==> config.mk <==
export PLATFORM = sky130hd
export DESIGN_NAME = wb_pwm_array
export DESIGN_NICKNAME = d
export VERILOG_FILES = /design/src/rtl/wb_pwm_array.sv
export SDC_FILE = /design/constraint.sdc
export NUM_CORES = 1
export LEC_CHECK = 0
export ABC_AREA = 1
export BUFFER_PORTS_ARGS = -buffer_cell sky130_fd_sc_hd__buf_2
export CAP_MARGIN = 20
export CORE_MARGIN = 10
export CORE_UTILIZATION = 50
export CTS_BUF_LIST = sky130_fd_sc_hd__clkbuf_16
export DETAILED_ROUTE_END_ITERATION = 7
export GPL_ROUTABILITY_DRIVEN = 1
export GPL_TIMING_DRIVEN = 0
export PLACE_DENSITY = 0.7
export SYNTH_ARGS = -nofsm -noshare
export SYNTH_HDL_FRONTEND = slang
export SYNTH_SLANG_ARGS = --single-unit
==> constraint.sdc <==
create_clock -name wb_clk_i -period 2 [get_ports wb_clk_i]
set_input_delay 0.1 -clock wb_clk_i [delete_from_list [all_inputs] [get_ports wb_clk_i]]
set_output_delay 0.1 -clock wb_clk_i [all_outputs]
set_load 0.02 [all_outputs]
==> src/rtl/wb_pwm_array.sv <==
// Wishbone-classic register block driving NCH PWM channels. Period and duty are
// written to shadows and load into the active set only on counter wrap.

module wb_pwm_chan #(
    parameter int CW = 16
) (
    input  logic          clk,
    input  logic          rst_n,
    input  logic          en,
    input  logic          pol,
    input  logic          per_wr,
    input  logic          duty_wr,
    input  logic [31:0]   wdat,
    input  logic [31:0]   wbe,
    output logic [CW-1:0] per_sh,
    output logic [CW-1:0] duty_sh,
    output logic          pwm,
    output logic          wrap
);
    logic [CW-1:0] per_act, duty_act, cnt;

    function automatic logic [CW-1:0] merge(input logic [CW-1:0] old, input logic [31:0] d,
                                            input logic [31:0] be);
        return CW'((32'(old) & ~be) | (d & be));
    endfunction

    assign wrap = en && (cnt == per_act);

    always_ff @(posedge clk or negedge rst_n) begin
        if (!rst_n) begin
            per_sh   <= '0;
            duty_sh  <= '0;
            per_act  <= '0;
            duty_act <= '0;
            cnt      <= '0;
            pwm      <= 1'b0;
        end else begin
            if (per_wr)  per_sh  <= merge(per_sh, wdat, wbe);
            if (duty_wr) duty_sh <= merge(duty_sh, wdat, wbe);
            if (!en) begin
                // idle tracks the shadows so a fresh enable starts with current values
                cnt      <= '0;
                per_act  <= per_sh;
                duty_act <= duty_sh;
                pwm      <= pol;
            end else begin
                pwm <= (cnt < duty_act) ^ pol;
                if (wrap) begin
                    cnt      <= '0;
                    per_act  <= per_sh;
                    duty_act <= duty_sh;
                end else begin
                    cnt <= cnt + CW'(1);
                end
            end
        end
    end
endmodule

module wb_pwm_array #(
    parameter int          NCH    = 4,
    parameter int          CW     = 16,
    parameter logic [19:0] ADR_HI = 20'h30001
) (
    input  logic           wb_clk_i,
    input  logic           wb_rst_ni,
    input  logic           wbs_stb_i,
    input  logic           wbs_cyc_i,
    input  logic           wbs_we_i,
    input  logic [3:0]     wbs_sel_i,
    input  logic [31:0]    wbs_adr_i,
    input  logic [31:0]    wbs_dat_i,
    output logic           wbs_ack_o,
    output logic [31:0]    wbs_dat_o,
    output logic [NCH-1:0] pwm_o,
    output logic           irq_o
);
    typedef struct packed {
        logic        we;
        logic [5:0]  widx;
        logic [3:0]  sel;
        logic [31:0] dat;
    } wb_req_t;

    wb_req_t                  req;
    logic                     acc, wr, unused_adr;
    logic [31:0]              wbe, rdata, ctrl32;
    logic [NCH-1:0]           en, pol, status, mask, wrap, per_wr, duty_wr, w1c;
    logic [NCH-1:0][CW-1:0]   per_sh, duty_sh;

    function automatic logic [31:0] bmerge(input logic [31:0] old, input logic [31:0] d,
                                           input logic [31:0] be);
        return (old & ~be) | (d & be);
    endfunction

    assign req        = '{we: wbs_we_i, widx: wbs_adr_i[7:2], sel: wbs_sel_i, dat: wbs_dat_i};
    assign unused_adr = ^{wbs_adr_i[11:8], wbs_adr_i[1:0]};
    // ack high blocks a second access so a held strobe is acked every other cycle
    assign acc    = wbs_stb_i && wbs_cyc_i && (wbs_adr_i[31:12] == ADR_HI) && !wbs_ack_o;
    assign wr     = acc && req.we;
    assign wbe    = {{8{req.sel[3]}}, {8{req.sel[2]}}, {8{req.sel[1]}}, {8{req.sel[0]}}};
    assign ctrl32 = 32'(en) | (32'(pol) << 8);
    assign w1c    = (wr && req.widx == 6'd1) ? NCH'(req.dat & wbe) : '0;

    for (genvar n = 0; n < NCH; n++) begin : g_ch
        assign per_wr[n]  = wr && (req.widx == 6'(4 + 2*n));
        assign duty_wr[n] = wr && (req.widx == 6'(5 + 2*n));
        wb_pwm_chan #(.CW(CW)) u_ch (
            .clk     (wb_clk_i),
            .rst_n   (wb_rst_ni),
            .en      (en[n]),
            .pol     (pol[n]),
            .per_wr  (per_wr[n]),
            .duty_wr (duty_wr[n]),
            .wdat    (req.dat),
            .wbe     (wbe),
            .per_sh  (per_sh[n]),
            .duty_sh (duty_sh[n]),
            .pwm     (pwm_o[n]),
            .wrap    (wrap[n])
        );
    end

    always_comb begin
        rdata = '0;
        case (req.widx)
            6'd0:    rdata = ctrl32;
            6'd1:    rdata = 32'(status);
            6'd2:    rdata = 32'(mask);
            default: begin
                for (int n = 0; n < NCH; n++) begin
                    if (req.widx == 6'(4 + 2*n)) rdata = 32'(per_sh[n]);
                    if (req.widx == 6'(5 + 2*n)) rdata = 32'(duty_sh[n]);
                end
            end
        endcase
    end

    always_ff @(posedge wb_clk_i or negedge wb_rst_ni) begin
        if (!wb_rst_ni) begin
            wbs_ack_o <= 1'b0;
            wbs_dat_o <= '0;
            en        <= '0;
            pol       <= '0;
            status    <= '0;
            mask      <= '0;
            irq_o     <= 1'b0;
        end else begin
            wbs_ack_o <= acc;
            wbs_dat_o <= acc ? rdata : '0;
            // a wrap in the same cycle as a clear keeps the flag set
            status    <= (status & ~w1c) | wrap;
            irq_o     <= |(status & mask);
            if (wr && req.widx == 6'd0) begin
                en  <= NCH'(bmerge(ctrl32, req.dat, wbe));
                pol <= NCH'(bmerge(ctrl32, req.dat, wbe) >> 8);
            end
            if (wr && req.widx == 6'd2) mask <= NCH'(bmerge(32'(mask), req.dat, wbe));
        end
    end
endmodule

* After elaboration in Yosys (flattened, before gate mapping)
Cells that the tools add are included. Widths: inputs -> output; s select.
Word-level totals: logic and storage cells 150, input port bits 73, register bits 374
Operators by class: equality and inequality tests 19, add/subtract/negate cells 4, reduce and logical (&&, ||, !) cells 22, muxes and demuxes 39, bitwise gates (word level) 31, $lt $le $gt $ge 4
Operators by type and width (number):
- $mux 16 | 25
- $mux 32 | 8
- $and 16x16->16 | 9
- $or 16x16->16 | 8
- $pmux 32 s3 | 1
- $add 16x1->16 const B | 4
- $eq 16x16->1 | 4
- $lt 16x16->1 | 4
- $eq 6x3->1 const B | 4
- $eq 6x4->1 const B | 4
- $eq 20x18->1 const B | 1
- $logic_and 1x1->1 | 19
- $not 16->16 | 1
- $and 12x12->12 | 1
- $and 4x4->4 | 3
- $or 12x12->12 | 1
- $or 4x12->12 | 1
- $ne 2x1->1 const B | 4
- $or 4x4->4 | 2
- $eq 6x1->1 const B | 1
- $eq 6x2->1 const B | 1
- $logic_not 6->1 | 1
- $mux 1 | 4
- $mux 4 | 1
- other kinds (4) | 7

* Depth between registers and ports, before layout
Gate-level depths: netlist of the first run.
depth in word-level cells 11, depth in mapped cells 14

* By module
A second synthesis of the first run with hierarchy kept.
Second synthesis, totals: cell total of the unflattened synthesis 2291, area, all modules 19043.3 sq um
By module, submodules not included:
- wb_pwm_chan at g_ch[2].u_ch ... | area each 3996.3 sq um, sequential area each 2026.9 sq um, times used 2, cells each 449
- wb_pwm_chan at g_ch[0].u_ch ... | area each 3972.6 sq um, sequential area each 2026.9 sq um, times used 2, cells each 451
- wb_pwm_array | area each 3105.5 sq um, sequential area each 850.8 sq um, times used 1, cells each 491

* Least setup slack after synthesis of the first run
OpenSTA, ideal clock, no wires.
path kind flip-flop to flip-flop, start point register wbs_ack_o, end point register (tool-made name), slack 0.306 ns, buffers on the path 2, stages on the path, launching flop included 12, clock period less this slack 1.694 ns, data required time 1.879 ns, data arrival time 1.573 ns, cell sequence dfrtp_1 nor3_1 and2_1 nand3_2 clkinv_2 nand2_4 buf_6 nor2_8 nand2_4 buf_6 nand2_1 o21ai_2
RTL lines:
- from (decl) | RTL line 73 | output logic wbs_ack_o,
- from (signal assigned) | RTL line 141 | wbs_ack_o <= 1'b0;
- from (signal assigned) | RTL line 149 | wbs_ack_o <= acc;

* Worst setup path in the final report of the first run
start point register g_ch[2].u_ch.cnt[8], end point register g_ch[2].u_ch.duty_act[9]
Between the ends: cells in the longest elaborated chain, start to end 3
RTL lines:
- from (decl) | RTL line 20 | logic [CW-1:0] per_act, duty_act, cnt;
- from (signal assigned) | RTL line 53 | cnt <= cnt + CW'(1);
- $eq 16x16->1 | RTL line 27 | assign wrap = en && (cnt == per_act);
- $logic_and 1x1->1 | RTL line 27
- $ne 2x1->1 (no line)
- to (signal assigned) | RTL line 44 | duty_act <= duty_sh;
- to (signal assigned) | RTL line 51 | duty_act <= duty_sh;
- to (decl) | RTL line 20
No other way between the ends. A chain may end at the register's enable or synchronous reset.

==> summary.txt, run 1 <==
Detailed routing
  • Residual DRC: 0
  • Drt initial violations: 1438
  • Wire per inst: 17.79 µm
  • Pre-antenna DRT Iters: 5
  • Detailed Route WL: 50730 µm
  • Final ANT Viol Nets: 0
  • Detailed-route vias per instance: 5.332
  • Vias after detailed routing: 15206

Critical path
  • CP top delay family: simple AND/OR/NAND/NOR gates
  • CP max stage delay: 0.46 ns
  • Worst EP arrival: 2.34 ns
  • Crit path kind: reg2reg
  • Setup crit start kind: flop
  • Worst path most repeated cell: nand2_1
  • Worst-path cell chain: xnor2_1 -> nand4_1 -> nor2_1 -> nand2_1 -> nand2_1 -> buf_4 -> clkbuf_4 -> nand2_1 -> o21ai_0
  • Req. time, crit path: 2.46 ns
  • Buf/Inv on CP: 2
  • R2r setup slk: 0.12 ns
  • CP endpoint kind: flop
  • CP max stage cell: dfrtp_2
  • Crit path max fanout: 10

STA
  • Slew headroom: 56.63%
  • Min Clock Period, post-route: 1.880 ns
  • Final Cycle Share: 94.02%
  • RSZ-0062 raised after global routing: true
  • Worst Tran Pin Value: 0.6505 ns
  • Setup violators final: 0
  • Pins Over Slew Limit: 0
  • Setup Skew: 0.01780 ns
  • Hold slack: 0.05546 ns
  • Fmax: 0.5318 GHz
  • Final hold vios: 0
  • Setup TNS: 0 ns

CTS
  • Worst-skew pair later-pin latency: 0.54 ns
  • Reg clk slew, reported paths: 0.06 ns
  • Clock sink total: 358
  • CTS buffer count: 40
  • Maximum clock path buffer count: 3
  • H-tree depth: 2
  • CTS tree: yes
  • CTS root buffer: clkbuf_16

Yosys
  • Post-synthesis compound-gate area fraction: 7.092%
  • Largest family of logic cells by synthesized area: simple AND/OR/NAND/NOR gates
  • Adder-Cell Fraction of Synth Area: 4.472%
  • Total of flip-flops plus latches after synthesis: 358
  • Synth Warn #: 0
  • Share of the synthesized area in the top cell type: 50.03%
  • Top FF cell, synth: dfrtp_1
  • Mapped Cells: 2212
  • Dominant cell type by area after synthesis: dfrtp_1
  • Netlist cell types: 45
  • Mux contribution to synthesized area: 0%
  • EDFF count, synth: 0
  • Sequential fraction of the synthesis area: 50.03%
  • Async SR Flop Fraction: 100.0%
  • Mean area per synthesized cell: 8.095 µm²
  • Post-Synth Simple-Gate Area: 27.38%
  • XOR/XNOR share of the synthesized area: 3.570%
  • Synth area leaders: dfrtp_1, nand2_1, inv_1
  • Synth Cell Area: 0.01791 mm²

Outcome
  • Status: finished, final reports clean

Power
  • P per Cell Area: 716.1 mW/mm²
  • Lkg Pwr: 10.53 nW
  • Total power: 14.74 mW
  • Peak supply drop: 596.1 µV

Final layout
  • Fin cells: 2852
  • # fillers: 3173
  • Core Util, Final: 57.99%
  • Share of cells above drive strength 1: 11.80%
  • Syn-to-layout area delta: 14.91%
  • Final nets: 2501

Floorplanning
  • CORE AREA: 0.03548 mm²
  • Die H: 209.2 µm
  • Io pins: 111
  • Row count: 69
  • Initial Util: 50.47%
  • Die W: 209.2 µm
  • Die area: 0.04378 mm²

Placement
  • Dpl cells: 2761
  • GPL Wtd Cong: 0.9894
  • IO Port Bufs: 70
  • DP Wirelength: 37490 µm

Global routing
  • Initial antenna violation count: 1
  • Total GRT Usage: 23.07%
  • Number of global-route vias before repair: 14801
  • Global route total overflow: 0
  • Largest net degree at the start of global routing: 123
  • First-pass GRT wire length: 81740 µm

Min path
  • Worst hold path class: in2reg

Job
  • Max cap viols: 0
## final timing paths
path	startpoint	depth (start not counted)	endpoint
worst max register to register	g_ch[2].u_ch.cnt[8]	9	g_ch[2].u_ch.duty_act[9]
worst min-delay path	wbs_sel_i[1]	4	flop
worst min register to register	flop	2	flop
worst max-delay path	g_ch[2].u_ch.cnt[8]	9	g_ch[2].u_ch.duty_act[9]
max in group asynchronous	wb_rst_ni	4	g_ch[2].u_ch.cnt[5]
min in group asynchronous	wb_rst_ni	2	g_ch[1].u_ch.cnt[3]
## cells in the final DEF, fill, tap and decap left out, types with 11 or more instances in the layout
master,instances
nand2_1,801
dfrtp_1,352
inv_1,222
nor2_1,145
o21ai_0,132
nand3_1,90
buf_2,89
xnor2_1,64
ha_1,64
nand4_1,44
clkbuf_16,41
o21ai_1,38
a21oi_1,37
buf_4,33
nor3_1,25
dlygate4sd3_1,18
conb_1,16
clkbuf_4,11
## synthesized netlist by cell type (all sizes together), types with 5 or more instances
master  number
or2          8
nand3      101
a211oi       6
nor2       159
xor2         8
a21oi       37
o21ai      178
nor3        33
clkbuf      20
nand2      813
clkinv       5
dfrtp      358
inv        223
xnor2       65
buf         64
a31oi        5
ha          64
nand4       44
## report_power, final
part / leakage (nW) / internal [mW] / total [mW] / switching, mW
logic: 4.91 / 0.118 / 0.474 / 0.356
clock network: 0.643 / 4.07 / 7.02 / 2.95
registers: 4.97 / 7.24 / 7.24 / 0.000000338
## worst min-delay path, stage by stage
cell and delay (ns):
buf_2 0.20, nand2_4 0.14, nand2_1 0.06, o21ai_2 0.05
## layer usage
metal | track usage (%) | up-vias | wire length, µm
li1 | - | 7271 | -
met1 | 31.73 | 7279 | 22570
met2 | 35.33 | 525 | 22520
met3 | 3.549 | 131 | 3271
met4 | 10.32 | 0 | 2363
met5 | 0 | - | 0
## per-stage QoR
stage	worst slack, ns	cell area [µm²]
6_report	0.1196	20580
5_1_grt	-0.04388	20570
4_1_cts	0.002030	20430
3_5_place_dp	-0.2476	18980
2_1_floorplan	0.3062	17960
3_3_place_gp	-6.082	18890
## area by class of cell
class | instances | area [µm²] | share of cell area [%]
sequential | 358 | 8966 | 43.57
multi-input combinational | 1557 | 7749 | 37.66
clock buffer | 41 | 1026 | 4.986
inverter | 228 | 860.8 | 4.183
timing repair buffer | 97 | 668.1 | 3.247
tap | 461 | 576.8 | 2.803
buffer | 82 | 535.5 | 2.602
clock inverter | 27 | 192.7 | 0.9364
antenna | 1 | 2.502 | 0.01216
## cells by family (layout without fill, tap and decap cells)
family,count (synthesis),in the layout
AOI/OAI and AO/OA,238,238
xor gates and xnor gates,73,73
adders and majority gates,64,64
buffers and inverters,312,475
DFF,358,358
other,1,17
and+or+nand+nor,1166,1166
## timing repair
| action | CTS | global route |
|---|---|---|
| pin swaps | 0 | 3 |
| setup endpoints to repair | 86 | 250 |
| gates cloned | 0 | 0 |
| endpoints found under the hold margin | 122 | 0 |
| gates resized for setup | 17 | 56 |
| hold buffers | 18 | 0 |
| buffers inserted | 0 | 6 |
Power figures use the tool's default switching activity.
==> run 2, diff against run 1 <==
HOLD_SLACK_MARGIN = 0.12   (was default)
PLACE_DENSITY = 0.69   (was 0.7)
==> summary.txt, run 2 (synthesis gave the netlist of run 1 again) <==
Final layout
  • Share of cells above drive strength 1: 11.63%
  • Syn-to-layout area delta: 14.85%
  • Commonest non-fill, non-tap cell in the layout: nand2_1
  • # fillers: 3140
  • Commonest non-fill, non-tap cells in the layout: nand2_1, dfrtp_1, inv_1, nor2_1, o21ai_0
  • Fin cells: 2860
  • Final nets: 2509
  • Final Cell Area: 0.02057 mm²
  • Register area: 0.008966 mm²
  • Multi-input gate area: 0.007749 mm²

Global routing
  • Global route total overflow: 0
  • Number of global-route vias before repair: 14621
  • Largest net degree at the start of global routing: 101
  • Total GRT Usage: 22.78%
  • Initial antenna violation count: 1
  • First-pass GRT wire length: 80540 µm

Detailed routing
  • Drt initial violations: 1312
  • Residual DRC: 0
  • Detailed-route vias per instance: 5.311
  • Detailed Route WL: 50500 µm
  • Vias after detailed routing: 15190
  • Wire per inst: 17.66 µm
  • Pre-antenna DRT Iters: 6
  • Final ANT Viol Nets: 0

STA
  • Setup Skew: 0.02747 ns
  • Worst Tran Pin Value: 0.6504 ns
  • Pins Over Slew Limit: 0
  • Setup violators final: 0
  • RSZ-0062 raised after global routing: true
  • Final Cycle Share: 96.95%
  • Fmax: 0.5157 GHz
  • Slew headroom: 56.48%
  • Min Clock Period, post-route: 1.939 ns
  • Final hold vios: 0

Floorplanning
  • Io pins: 111
  • CORE AREA: 0.03548 mm²
  • Initial Util: 50.47%
  • Die W: 209.2 µm
  • Die H: 209.2 µm
  • Row count: 69
  • Die area: 0.04378 mm²

Critical path
  • CP endpoint kind: flop
  • R2R Path End: g_ch[0].u_ch.duty_act[12]
  • Worst r2r src: g_ch[0].u_ch.cnt[6]
  • Crit path max fanout: 10
  • Register-to-Register Path Depth: 9
  • Crit path kind: reg2reg
  • Worst EP arrival: 2.39 ns
  • Setup crit start kind: flop
  • R2r setup slk: 0.06 ns
  • Req. time, crit path: 2.45 ns

CTS
  • Worst-skew pair later-pin latency: 0.55 ns
  • Reg clk slew, reported paths: 0.06 ns
  • H-tree depth: 2
  • Maximum clock path buffer count: 3
  • CTS buffer count: 39
  • Clock sink total: 358
  • CTS root buffer: clkbuf_16
  • CTS tree: yes

Placement
  • DP Wirelength: 37420 µm
  • Dpl cells: 2761
  • IO Port Bufs: 70
  • Placed inst area: 0.01898 mm²
  • GPL Wtd Cong: 0.9964

Power
  • P per Cell Area: 700.6 mW/mm²
  • Peak supply drop: 599.5 µV
  • Lkg Pwr: 10.51 nW

Min path
  • Worst hold path class: in2async

Outcome
  • Status: finished, final reports clean

Job
  • Max cap viols: 0
[run 2: cell types whose count changed in the layout (fill, tap and decap cells not counted), moves of 3 or more]
cell / delta
clkinv_1: +7
dlygate4sd3_1: +3
nand2_2: +3
clkinv_2: -4
buf_4: +9
clkbuf_2: -3
[run 2: critical path: stages (launching register included)]
cell and delay (ns):
dfrtp_1 0.45, xnor2_1 0.19, nand4_1 0.14, nor2_1 0.15
nand2_2 0.15, nand2_1 0.14, buf_4 0.21, clkbuf_4 0.22
nand2_1 0.09, o21ai_0 0.10
[run 2: how the worst max path moves through the flow]
stage / start / end / slack [ns] / cells after the start
after global placement: wb_rst_ni / g_ch[2].u_ch.cnt[4] / -6.09 / 1
after detailed placement: g_ch[0].u_ch.cnt[2] / g_ch[0].u_ch.duty_act[12] / -0.30 / 8
final: g_ch[0].u_ch.cnt[6] / g_ch[0].u_ch.duty_act[12] / 0.06 / 9
after global routing: g_ch[3].u_ch.cnt[0] / g_ch[3].u_ch.cnt[14] / -0.06 / 12
after floorplan: wbs_ack_o / flop / 0.31 / 11
after CTS: g_ch[1].u_ch.cnt[2] / g_ch[1].u_ch.duty_act[8] / 0.0002 / 10
[run 2: layer usage]
metal | track usage (%) | routed length, µm | vias up
li1 | - | - | 7297
met1 | 31.54 | 22520 | 7227
met2 | 35.16 | 22420 | 549
met3 | 3.430 | 3572 | 117
met4 | 9.179 | 1987 | 0
met5 | 0 | 0 | -
[run 2: report_power, final]
| group | leakage (nW) | internal [mW] | total (mW) | switching, mW |
|---|---|---|---|---|
| Sequential | 4.97 | 7.24 | 7.24 | 0.000000330 |
| Combinational | 4.94 | 0.122 | 0.480 | 0.358 |
| Clock | 0.593 | 3.78 | 6.69 | 2.91 |
| Total | 10.5 | 11.1 | 14.4 | 3.27 |
[run 2: final cells by class]
cell class	count	area share, %
clock inverters	28	0.8274
diodes	1	0.01217
repair buffers	104	3.541
clock buffers	39	4.745
plain buffers	84	2.616
multi-input cells	1557	37.67
well taps	461	2.804
flip-flops and latches	358	43.59
inverters	228	4.185
[run 2: through the flow]
step / total power [mW] / hold slack, ns / util, % / setup TNS [ns] / setup slack [ns]
finish: 14.41 / 0.1467 / 57.96 / 0 / 0.06098
global route: 14.85 / 0.1747 / 57.96 / -0.3644 / -0.06161
CTS: 14.50 / 0.1223 / 57.41 / 0 / 0.0002431
detailed placement: 7.821 / 0.1108 / 53.50 / -5.347 / -0.3041
global placement: 7.797 / 0.3845 / 53.24 / -2166.42 / -6.086
floorplan: 7.515 / -0.1956 / - / 0 / 0.3062
[run 2: timing repair]
action | CTS | global route
setup buffers | 0 | 10
pin swaps | 0 | 4
hold buffers | 21 | 0
hold endpoints to repair | 236 | 0
endpoints found under the setup margin | 73 | 245
gates resized for setup | 12 | 56
cloned | 0 | 0
==> run 3, diff against run 2 <==
clock period = 2.1 ns   (was 2 ns; I/O delays follow)
==> summary.txt, run 3 (synthesis gave the netlist of run 1 again) <==
Placement
  • Dpl cells: 2761
  • Setup WS pre-CTS: -0.2041 ns
  • IO Port Bufs: 70
  • DP Wirelength: 37420 µm
  • GPL Wtd Cong: 0.9964
  • Placed inst area: 0.01898 mm²

Global routing
  • Number of global-route vias before repair: 14628
  • Largest net degree at the start of global routing: 101
  • Initial antenna violation count: 1
  • Total GRT Usage: 22.75%
  • First-pass GRT wire length: 80430 µm
  • Global route total overflow: 0

Critical path
  • Buf/Inv on CP: 2
  • CP max stage delay: 0.45 ns
  • CP endpoint kind: flop
  • Worst-path cell chain: xnor2_1 -> nand4_1 -> nor2_1 -> nand2_2 -> nand2_1 -> buf_4 -> buf_2 -> nand2_1 -> o21ai_0
  • Setup crit start kind: flop
  • Crit path kind: reg2reg
  • Req. time, crit path: 2.55 ns
  • Worst path most repeated cell: nand2_1
  • Crit path max fanout: 10
  • CP max stage cell: dfrtp_1
  • Worst EP arrival: 2.41 ns
  • CP top delay family: simple AND/OR/NAND/NOR gates

STA
  • Setup Skew: 0.02201 ns
  • RSZ-0062 raised after global routing: false
  • Worst Tran Pin Value: 0.6642 ns
  • Min Clock Period, post-route: 1.965 ns
  • Pins Over Slew Limit: 0
  • Fmax: 0.5089 GHz
  • Setup violators final: 0
  • Worst setup margin: 0.1349 ns
  • Setup TNS: 0 ns
  • Slew headroom: 55.55%
  • Hold slack: 0.1313 ns
  • Final hold vios: 0
  • Final Cycle Share: 93.58%

CTS
  • CTS tree: yes
  • Reg clk slew, reported paths: 0.06 ns
  • CTS root buffer: clkbuf_16
  • Clock sink total: 358
  • Worst-skew pair later-pin latency: 0.55 ns
  • Maximum clock path buffer count: 3
  • CTS buffer count: 39
  • H-tree depth: 2

Detailed routing
  • Drt initial violations: 1233
  • Pre-antenna DRT Iters: 6
  • Detailed-route vias per instance: 5.306
  • Vias after detailed routing: 15122
  • Final ANT Viol Nets: 0
  • Residual DRC: 0
  • Wire per inst: 17.63 µm
  • Detailed Route WL: 50250 µm

Power
  • P per Cell Area: 672.1 mW/mm²
  • Peak supply drop: 669.1 µV
  • Lkg Pwr: 10.43 nW

Job
  • Max cap viols: 0

Final layout
  • # fillers: 3164
  • Share of cells above drive strength 1: 10.77%
  • Commonest non-fill, non-tap cells in the layout: nand2_1, dfrtp_1, inv_1, nor2_1, o21ai_0
  • Final Cell Area: 0.02040 mm²
  • Register area: 0.008961 mm²
  • Fin cells: 2850
  • Multi-input gate area: 0.007709 mm²
  • Final nets: 2498
  • Syn-to-layout area delta: 13.95%
  • Commonest non-fill, non-tap cell in the layout: nand2_1

Floorplanning
  • Initial Util: 50.47%
  • Die area: 0.04378 mm²
  • Row count: 69
  • CORE AREA: 0.03548 mm²
  • Io pins: 111
  • Die H: 209.2 µm
  • Die W: 209.2 µm

Outcome
  • Status: finished, final reports clean

Min path
  • Worst hold path class: in2reg
run 3: what timing repair did:
action,CTS,global route
endpoints found under the setup margin,20,134
hold endpoints to repair,179,0
setup buffers,0,1
gates resized for setup,4,30
hold buffers,19,0
run 3: final timing paths:
path / slack, ns / cells past startpoint / from / endpoint
setup / recovery: 0.13 / 9 / g_ch[0].u_ch.cnt[2] / g_ch[0].u_ch.duty_act[12]
hold / removal: 0.13 / 6 / wbs_adr_i[18] / wbs_ack_o
setup reg to reg: 0.13 / 9 / g_ch[0].u_ch.cnt[2] / g_ch[0].u_ch.duty_act[12]
hold reg to reg: 0.47 / 2 / g_ch[0].u_ch.duty_act[0] / g_ch[0].u_ch.duty_act[0]
max in group asynchronous: 0.57 / 4 / wb_rst_ni / g_ch[2].u_ch.cnt[8]
min in group asynchronous: 0.14 / 2 / wb_rst_ni / g_ch[1].u_ch.cnt[0]
run 3: metal layers:
metal  vias up  share of wire [%]  GRT usage, %
met5         -                  0             0
li1       7272                  -             -
met1      7202                 45         31.46
met2       534                 44         35.14
met3       114                6.6         3.460
met4         0                4.1         9.129
run 3: area by class of cell:
cell class,instances,share of cell area [%]
Clock buffer,39,4.783
Buffer,84,2.496
Clock inverter,28,0.8339
Antenna cell,2,0.02453
Sequential cell,358,43.92
Inverter,228,4.200
Timing Repair Buffer,93,3.140
Multi-Input combinational cell,1557,37.78
Tap cell,461,2.827
run 3: per-stage QoR:
| stage | total power, mW | utilization (%) |
|---|---|---|
| 2_1_floorplan | 7.157 | - |
| 3_3_place_gp | 7.426 | 53.24 |
| 3_5_place_dp | 7.448 | 53.50 |
| 4_1_cts | 13.81 | 57.29 |
| 5_1_grt | 14.13 | 57.49 |
| 6_report | 13.71 | 57.51 |
run 3: power by group:
part,leakage [nW],internal [mW],switching (mW)
combinational,4.85,0.113,0.338
clock,0.593,3.60,2.77
sequential,4.98,6.90,0.000000314
total,10.4,10.6,3.10
run 3: worst reg2reg max path: cells and delay by family (launching register included):
family,cells,cell delay (ns)
flip-flops,1,0.45
XOR/XNOR,1,0.21
buffers and inverters,2,0.44
AND/OR/NAND/NOR,5,0.67
AO/OA/AOI/OAI,1,0.10
